==> src/rtl/hlsm_job_sequencer_if.sv <==
// Job request, datapath start/done and result FIFO signals of hlsm_job_sequencer.
// The slave modport is the sequencer's view; the master modport is the environment's view.
interface hlsm_job_sequencer_if;
  logic        job_valid;
  logic        job_ready;
  logic        hlsm_start;
  logic        hlsm_done;
  logic [31:0] hlsm_avg;
  logic        res_valid;
  logic        res_ready;
  logic [31:0] res_data;
  logic        busy;
  logic [15:0] job_count;
  logic        err_timeout;

  modport slave (
    input  job_valid, hlsm_done, hlsm_avg, res_ready,
    output job_ready, hlsm_start, res_valid, res_data, busy, job_count, err_timeout
  );

  modport master (
    output job_valid, hlsm_done, hlsm_avg, res_ready,
    input  job_ready, hlsm_start, res_valid, res_data, busy, job_count, err_timeout
  );
endinterface

==> src/rtl/hlsm_job_sequencer.sv <==
// Sequences one job at a time into the averaging datapath and queues each result in a FIFO.
// Start one cycle after accept; result visible one cycle after Done; jobs held off while FIFO full.
// Optional RUN watchdog with sticky error: define HLSM_SEQ_WATCHDOG_EN.
module hlsm_job_sequencer #(
  parameter int unsigned FIFO_DEPTH = 4,
  parameter int unsigned TIMEOUT    = 64
) (
  input logic                 Clk,
  input logic                 Rst,
  hlsm_job_sequencer_if.slave bus
);
  localparam int unsigned AW = $clog2(FIFO_DEPTH);
  localparam int unsigned CW = AW + 1;

  if (FIFO_DEPTH < 2 || (FIFO_DEPTH & (FIFO_DEPTH - 1)) != 0 || TIMEOUT == 0) begin : g_param_check
    $error("hlsm_job_sequencer: FIFO_DEPTH must be a power of two >= 2 and TIMEOUT nonzero");
  end

  typedef enum logic [1:0] {
    IDLE   = 2'd0,
    LAUNCH = 2'd1,
    RUN    = 2'd2
  } state_t;

  state_t        state_q, state_d;
  logic [AW-1:0] wr_ptr_q, wr_ptr_d;
  logic [AW-1:0] rd_ptr_q, rd_ptr_d;
  logic [CW-1:0] cnt_q, cnt_d;
  logic [15:0]   job_count_q, job_count_d;
  logic [31:0]   mem_q [FIFO_DEPTH];

`ifdef HLSM_SEQ_WATCHDOG_EN
  localparam int unsigned WDW = $clog2(TIMEOUT + 1);
  logic [WDW-1:0] wd_q, wd_d;
  logic           err_q, err_d;
`endif

  logic job_ready;
  logic res_valid;
  logic push;
  logic pop;
  logic start;

  // Outputs are gated by Rst so the block looks idle throughout the reset cycle itself.
  assign job_ready = !Rst && (state_q == IDLE) && (cnt_q < CW'(FIFO_DEPTH));
  assign res_valid = !Rst && (cnt_q != '0);
  assign pop       = res_valid && bus.res_ready;

  always_comb begin
    state_d     = state_q;
    job_count_d = job_count_q;
    push        = 1'b0;
    start       = 1'b0;
`ifdef HLSM_SEQ_WATCHDOG_EN
    wd_d        = wd_q;
    err_d       = err_q;
`endif
    case (state_q)
      IDLE: begin
        if (bus.job_valid && job_ready) begin
          state_d = LAUNCH;
        end
      end
      LAUNCH: begin
        start   = 1'b1;
        state_d = RUN;
`ifdef HLSM_SEQ_WATCHDOG_EN
        wd_d    = '0;
`endif
      end
      RUN: begin
        // Done takes priority over a timeout landing on the same cycle.
        if (bus.hlsm_done) begin
          push        = 1'b1;
          job_count_d = job_count_q + 16'd1;
          state_d     = IDLE;
        end
`ifdef HLSM_SEQ_WATCHDOG_EN
        else if (wd_q == WDW'(TIMEOUT - 1)) begin
          err_d   = 1'b1;
          state_d = IDLE;
        end else begin
          wd_d = wd_q + WDW'(1);
        end
`endif
      end
      default: state_d = IDLE;
    endcase
  end

  always_comb begin
    wr_ptr_d = wr_ptr_q;
    rd_ptr_d = rd_ptr_q;
    cnt_d    = cnt_q;
    if (push) begin
      wr_ptr_d = wr_ptr_q + AW'(1);
    end
    if (pop) begin
      rd_ptr_d = rd_ptr_q + AW'(1);
    end
    case ({push, pop})
      2'b10:   cnt_d = cnt_q + CW'(1);
      2'b01:   cnt_d = cnt_q - CW'(1);
      default: cnt_d = cnt_q;
    endcase
  end

  always_ff @(posedge Clk) begin
    if (Rst) begin
      state_q     <= IDLE;
      wr_ptr_q    <= '0;
      rd_ptr_q    <= '0;
      cnt_q       <= '0;
      job_count_q <= '0;
`ifdef HLSM_SEQ_WATCHDOG_EN
      wd_q        <= '0;
      err_q       <= 1'b0;
`endif
    end else begin
      state_q     <= state_d;
      wr_ptr_q    <= wr_ptr_d;
      rd_ptr_q    <= rd_ptr_d;
      cnt_q       <= cnt_d;
      job_count_q <= job_count_d;
`ifdef HLSM_SEQ_WATCHDOG_EN
      wd_q        <= wd_d;
      err_q       <= err_d;
`endif
    end
  end

  // Storage needs no reset: only entries between the pointers are ever read.
  always_ff @(posedge Clk) begin
    if (push) begin
      mem_q[wr_ptr_q] <= bus.hlsm_avg;
    end
  end

  assign bus.job_ready  = job_ready;
  assign bus.hlsm_start = start && !Rst;
  assign bus.res_valid  = res_valid;
  assign bus.res_data   = mem_q[rd_ptr_q];
  assign bus.busy       = !Rst && (state_q != IDLE);
  assign bus.job_count  = job_count_q;
`ifdef HLSM_SEQ_WATCHDOG_EN
  assign bus.err_timeout = err_q;
`else
  assign bus.err_timeout = 1'b0;
`endif
endmodule

==> src/flat_wrapper.sv <==
// flat-port wrapper written by rule: the top's interface ports become plain ports
module hlsm_job_sequencer_flat 
#(
  parameter int unsigned FIFO_DEPTH = 4,
  parameter int unsigned TIMEOUT    = 64
)
  (Clk, Rst, bus_job_valid, bus_hlsm_done, bus_hlsm_avg, bus_res_ready, bus_job_ready, bus_hlsm_start, bus_res_valid, bus_res_data, bus_busy, bus_job_count, bus_err_timeout);
  hlsm_job_sequencer_if bus_i ();
  input logic Clk;
  input logic Rst;
  input wire logic [$bits(bus_i.job_valid)-1:0] bus_job_valid;
  input wire logic [$bits(bus_i.hlsm_done)-1:0] bus_hlsm_done;
  input wire logic [$bits(bus_i.hlsm_avg)-1:0] bus_hlsm_avg;
  input wire logic [$bits(bus_i.res_ready)-1:0] bus_res_ready;
  output wire logic [$bits(bus_i.job_ready)-1:0] bus_job_ready;
  output wire logic [$bits(bus_i.hlsm_start)-1:0] bus_hlsm_start;
  output wire logic [$bits(bus_i.res_valid)-1:0] bus_res_valid;
  output wire logic [$bits(bus_i.res_data)-1:0] bus_res_data;
  output wire logic [$bits(bus_i.busy)-1:0] bus_busy;
  output wire logic [$bits(bus_i.job_count)-1:0] bus_job_count;
  output wire logic [$bits(bus_i.err_timeout)-1:0] bus_err_timeout;
  assign bus_i.job_valid = bus_job_valid;
  assign bus_i.hlsm_done = bus_hlsm_done;
  assign bus_i.hlsm_avg = bus_hlsm_avg;
  assign bus_i.res_ready = bus_res_ready;
  assign bus_job_ready = bus_i.job_ready;
  assign bus_hlsm_start = bus_i.hlsm_start;
  assign bus_res_valid = bus_i.res_valid;
  assign bus_res_data = bus_i.res_data;
  assign bus_busy = bus_i.busy;
  assign bus_job_count = bus_i.job_count;
  assign bus_err_timeout = bus_i.err_timeout;
  hlsm_job_sequencer #(.FIFO_DEPTH(FIFO_DEPTH), .TIMEOUT(TIMEOUT)) u_core (.Clk(Clk), .Rst(Rst), .bus(bus_i));
endmodule
==> config.mk <==
export PLATFORM = sky130hd
export DESIGN_NAME = hlsm_job_sequencer_flat
export DESIGN_NICKNAME = d
export VERILOG_FILES = /design/src/rtl/hlsm_job_sequencer_if.sv /design/src/rtl/hlsm_job_sequencer.sv /design/src/flat_wrapper.sv
export SDC_FILE = /design/constraint.sdc
export NUM_CORES = 1
export LEC_CHECK = 0
export ABC_AREA = 1
export BUFFER_PORTS_ARGS = -buffer_cell sky130_fd_sc_hd__buf_4
export CELL_PAD_IN_SITES_DETAIL_PLACEMENT = 0
export CELL_PAD_IN_SITES_GLOBAL_PLACEMENT = 2
export CORE_ASPECT_RATIO = 0.7
export CORE_MARGIN = 1
export CORE_UTILIZATION = 34
export DETAILED_ROUTE_END_ITERATION = 7
export HOLD_SLACK_MARGIN = 0.08
export PLACE_DENSITY = 0.84
export SYNTH_ARGS = -nofsm -noshare
export SYNTH_HDL_FRONTEND = slang
export SYNTH_SLANG_ARGS = --single-unit
==> constraint.sdc <==
create_clock -name Clk -period 2.45 [get_ports Clk]
set_input_delay 0.245 -clock Clk [delete_from_list [all_inputs] [get_ports Clk]]
set_output_delay 0.245 -clock Clk [all_outputs]
set_load 0.01 [all_outputs]
### Yosys cells after proc, flatten, opt, wreduce, memory -nomap -nowiden

Memories as Yosys holds them, arrays and structs flattened. A register that Yosys moved wholly into a read port is not among the register bits.
Cells that the tools add are included.

* output and inout bits: 53
* bits of input ports: 37
* register bits after elaboration: 25
* memories: 1
* memory bits (writable): 128

* multiplexer cells: 11
* reduce and logical (&&, ||, !) cells: 14
* add/subtract/negate cells: 5
* equality and inequality tests: 6
* $lt $le $gt $ge: 1

Memories
* u_core.mem_q: words 4, width 32, rd ports 1, clocked after Yosys merged registers in 1, write ports 1, line hlsm_job_sequencer.sv:30 `logic [31:0] mem_q [FIFO_DEPTH];`

Operators with widths (count)
* adder 16 x 1 -> 16 bit (second input constant): 1
* 2-to-1 mux 2 bit: 4
* logical AND 1 bit: 7
* one-hot mux 2 bit (3 select lines): 1
* one-hot mux 3 bit (2 select lines): 1
* 2-to-1 mux 1 bit: 5
* adder 2 x 1 -> 2 bit (second input constant): 2
* == test 2 x 1 -> 1 bit (second input constant): 2
* == test 2 bit (second input constant): 2
* != test 2 bit (second input constant): 2
* AND reduction 2 bit: 2
* nonzero test 2 bit: 2
* adder 3 x 1 -> 3 bit (second input constant): 1
* less-than comparator 3 bit (second input constant): 1
* nonzero test 3 bit: 1
* subtractor 3 x 1 -> 3 bit (second input constant): 1
* logical NOT 2 bit: 1
* logical NOT 1 bit: 1

### Logic depth before layout (Yosys ltp)

* depth after elaboration: 6
* gate-level depth with buffers: 11
* mapped depth without buffers: 11

### Worst setup path after synthesis

Ideal clock, no wire load.

* path kind: register to register
* from: register u_core.state_q[1]
* to: memory u_core.mem_q[0][0], enable pin
* path slack: -93 ps
* period minus slack after synthesis: 2543 ps
* data arrival time: 2122 ps
* stages on the path, launching flop included: 4
* buffers on the path: 1
* cell sequence: dfxtp_1 -> nand3_4 -> buf_2 -> nor2_1

* longest elaborated chain between the ends: 4

RTL lines
* start, declared: line hlsm_job_sequencer.sv:25 `state_t state_q, state_d;`
* start signal, assigned: line hlsm_job_sequencer.sv:120 `state_q <= state_d;`
* == test 2 bit: line hlsm_job_sequencer.sv:58 `case (state_q)`
* 2-to-1 mux 1 bit: line hlsm_job_sequencer.sv:58
* 2-to-1 mux 1 bit: line hlsm_job_sequencer.sv:134 `if (push) begin`
* 2-to-1 mux 1 bit (not written as such): line hlsm_job_sequencer.sv:135 `mem_q[wr_ptr_q] <= bus.hlsm_avg;`
* end, declared: line hlsm_job_sequencer.sv:30

No other way between the ends.

### Worst setup path in the final report

* from: input Rst
* to: register u_core.cnt_q[2]

* longest elaborated chain between the ends: 5

RTL lines
* start, declared: line flat_wrapper.sv:10 `input logic Rst;`
* logical NOT 1 bit *: line hlsm_job_sequencer.sv:46 `assign res_valid = !Rst && (cnt_q != '0);`
* logical AND 1 bit *: line hlsm_job_sequencer.sv:46
* logical AND 1 bit *: line hlsm_job_sequencer.sv:47 `assign pop = res_valid && bus.res_ready;`
* net u_core.pop: line hlsm_job_sequencer.sv:41 `logic pop;`
* == test 2 x 1 -> 1 bit or == test 2 bit (tied branches): line hlsm_job_sequencer.sv:101 `case ({push, pop})`
* one-hot mux 3 bit (2 select lines) or nonzero test 2 bit (tied branches)
* end signal, assigned: line hlsm_job_sequencer.sv:123 `cnt_q <= cnt_d;`
* end, declared: line hlsm_job_sequencer.sv:28 `logic [CW-1:0] cnt_q, cnt_d;`

The timed path passes the listed nets; every way through them passes the cells marked *.
A chain may end at the register's enable or synchronous reset.

==> impl_metrics.toml <==
[synth]
yosys_warnings = 0
yosys-top-cells-area = "edfxtp_1 63%, dfxtp_1 8.9%, nor2_1 6.1%, o21ai_0 5.8%, o22ai_1 3.3%"
yosysTopAreaCellShare_pct = 63.2
synth_cells = 504
syn_nets = 548
avgSynthCellArea_um2 = 12.1
yosys.cell_count.top_type = "edfxtp_1"
synthTopCellsByCount = "128 x edfxtp_1, 99 x nor2_1, 71 x o21ai_0, 37 x inv_1, 32 x o22ai_1"
synth_ff_type = "edfxtp_1"
yosysTopAreaCell = "edfxtp_1"
syn-cell-area_um2 = 6080
async_flop_share_pct = 0
yosysUniqueCellTypes = 33
synth_seq_area_share_pct = 72.1
ys_ff_latch = 155
synth-edff-count = 128

[clocking]
cts_tree = "done"
clockBufferDepth = 2
path_clk_slew_ps = 60
cts_hold_buf = 34
cts_resized = 0
clk_latency_ps = 420
numCtsBuffers = 17
htree_levels = 4
cts.sinks = 155
cts-root-buf = "clkbuf_16"
postCtsSetupBuffers = 0

[grt]
grt_antenna_before_repair = 0
grt_max_degree = 65
grt-ovfl-total = 0
gr-usage-all-layers_pct = 14.9
grt_pass1_vias = 3943
grt_pass1_wl_um = 20500

[setup_path]
crit_path_top_delay_cell = "dlygate4sd3_1"
path_buf_inv = 4
crit_family = "buffers and inverters"
critical_path_class = "primary input to register"
arrival_ps = 2570
slowest_delay_ps = 530
worstPathRequired_ps = 2820
start_kind = "primary input"
worstPathCellList = "dlygate4sd3_1 -> buf_4 -> a31oi_1 -> nand2_1 -> inv_1 -> ha_1 -> inv_1 -> fa_1 -> a21oi_1 -> o21ai_0 -> a21oi_1 -> o21a_1"
critPathCaptureType = "register"
path_max_fanout = 12

[floorplanning]
start_util_pct = 35.1
fp-row-count = 40
core_area_um2 = 17300
dieHeight_um = 114
boundaryPins = 90
fp.dieW_um = 162
dieArea_um2 = 18400

[sta]
fin_setup_tns_ps = 0
slew_violations = 0
tightestPinTransition_ps = 610
rsz0062_at_grt = "false"
finalSetupViolCount = 0
hold_viol_final = 0
fmax_mhz = 455
worst_clock_skew_ps = 5.84
slew_headroom_pct = 59.3
fin_crit_sh_pct = 89.6
period_minus_slack_ps = 2200

[detailed_routing]
viasPerCell = 4.71
dr.pass1.iters = 4
wl_per_cell_um = 15.0
drtAntennaViolNets = 0
wl_um = 13100
via_count = 4129
drtIter0Drc = 229
drc = 0

[power_and_ir_drop]
vdd_drop_max_mv = 0.448
powerDensity_nw_per_um2 = 705
leakage_nw = 2.90

[cells_and_area]
antennaDiodeCount = 0
nNetsFinal = 676
finalCoreUtilization_pct = 46.0
drive_above_1_share_pct = 22.3
fin_cells = 876
design_area_um2 = 7970
area_delta_synth_final_pct = 31.0
nFillCells = 1581

[placed_design]
placed_cells = 810
dpl_cell_area_um2 = 7070
port_buffers = 88
gp_congestion = 0.753
place_hpwl_um = 7890

[outcome]
outcome = "completed"

[hold_path]
min_path_type = "primary input to register"

[job]
cap_violations = 0
[worst min-delay path, delay by kind of cell]
kind,cells,cell delay (ps)
compound gates,1,60
simple gates,1,100
buf+inv,1,100
[per-layer routing]
layer / part of all wire, % / vias to the layer above / global-route usage [%]
li1: - / 2052 / -
met1: 46 / 1974 / 18.7
met2: 48 / 79 / 24.3
met3: 4.1 / 24 / 3.16
met4: 2.2 / 0 / 7.92
met5: 0 / - / 0
[final timing paths]
kind / from / cells past startpoint / slack [ps] / to
setup reg to reg: u_core.cnt_q[1]$_SDFFE_PP0P_ / 11 / 350 / u_core.cnt_q[2]$_SDFFE_PP0P_
setup / recovery: Rst / 12 / 250 / u_core.cnt_q[2]$_SDFFE_PP0P_
hold / removal: bus_hlsm_done / 3 / 120 / u_core.state_q[1]$_SDFFE_PP0P_
hold reg to reg: u_core.rd_ptr_q[1]$_SDFFE_PP0P_ / 2 / 460 / register
[flip-flops by register name, summed over array words and instances (netlist names), named ones only]
name and cells:
u_core.bus.job_count 16, u_core.cnt_q 3, u_core.mem_q 128, u_core.rd_ptr_q 2
u_core.state_q 2, u_core.wr_ptr_q 2
[where the power goes]
part	switching (mW)	internal [mW]
Sequential	0.00830	2.87
Clock	1.07	1.42
Combinational	0.127	0.130
Total	1.20	4.42
[stage by stage]
stage	worst slack [ps]	hold WS [ps]	total power, mW
after floorplan	-93.4	344	3.02
final	254	121	5.62
after global placement	492	445	3.14
after detailed placement	471	449	3.15
after CTS	256	103	5.68
after global routing	60.2	111	5.80
[cell usage in the layout (no fill, tap or decap), types with 2 or more instances in the layout]
cell / n
edfxtp_1: 128
buf_4: 96
nor2_1: 95
o21ai_0: 71
inv_1: 37
dlygate4sd3_1: 34
o22ai_1: 32
nand2_1: 26
dfxtp_1: 26
clkbuf_16: 17
a21oi_1: 14
nand3_1: 9
inv_6: 8
nor2_4: 6
nand4_1: 6
ha_1: 6
clkinvlp_4: 4
o21ai_1: 3
nand2_2: 3
o21bai_1: 2
o21a_1: 2
buf_12: 2
[cell type report]
cell class / count / area, um^2 / share of cell area, %
clock buffer: 18 / 429 / 5.38
clock inverter: 14 / 134 / 1.68
inverter: 38 / 143 / 1.79
multi-input combinational: 288 / 1490 / 18.7
sequential: 155 / 4390 / 55.0
tap: 231 / 289 / 3.63
timing repair buffer: 132 / 1100 / 13.8
[cell families (layout without fill, tap and decap cells)]
logic type	count (synthesis)	after routing	share of synthesized area, %
AO/OA/AOI/OAI	125	125	11.1
XOR/XNOR	1	1	0.144
adder cells (fa/ha/maj)	7	7	1.56
buffers and inverters	61	202	3.95
flip-flops	155	155	72.1
other	1	1	0.0616
AND/OR/NAND/NOR	154	154	11.1
No activity file was read; power rests on OpenSTA's default activity.
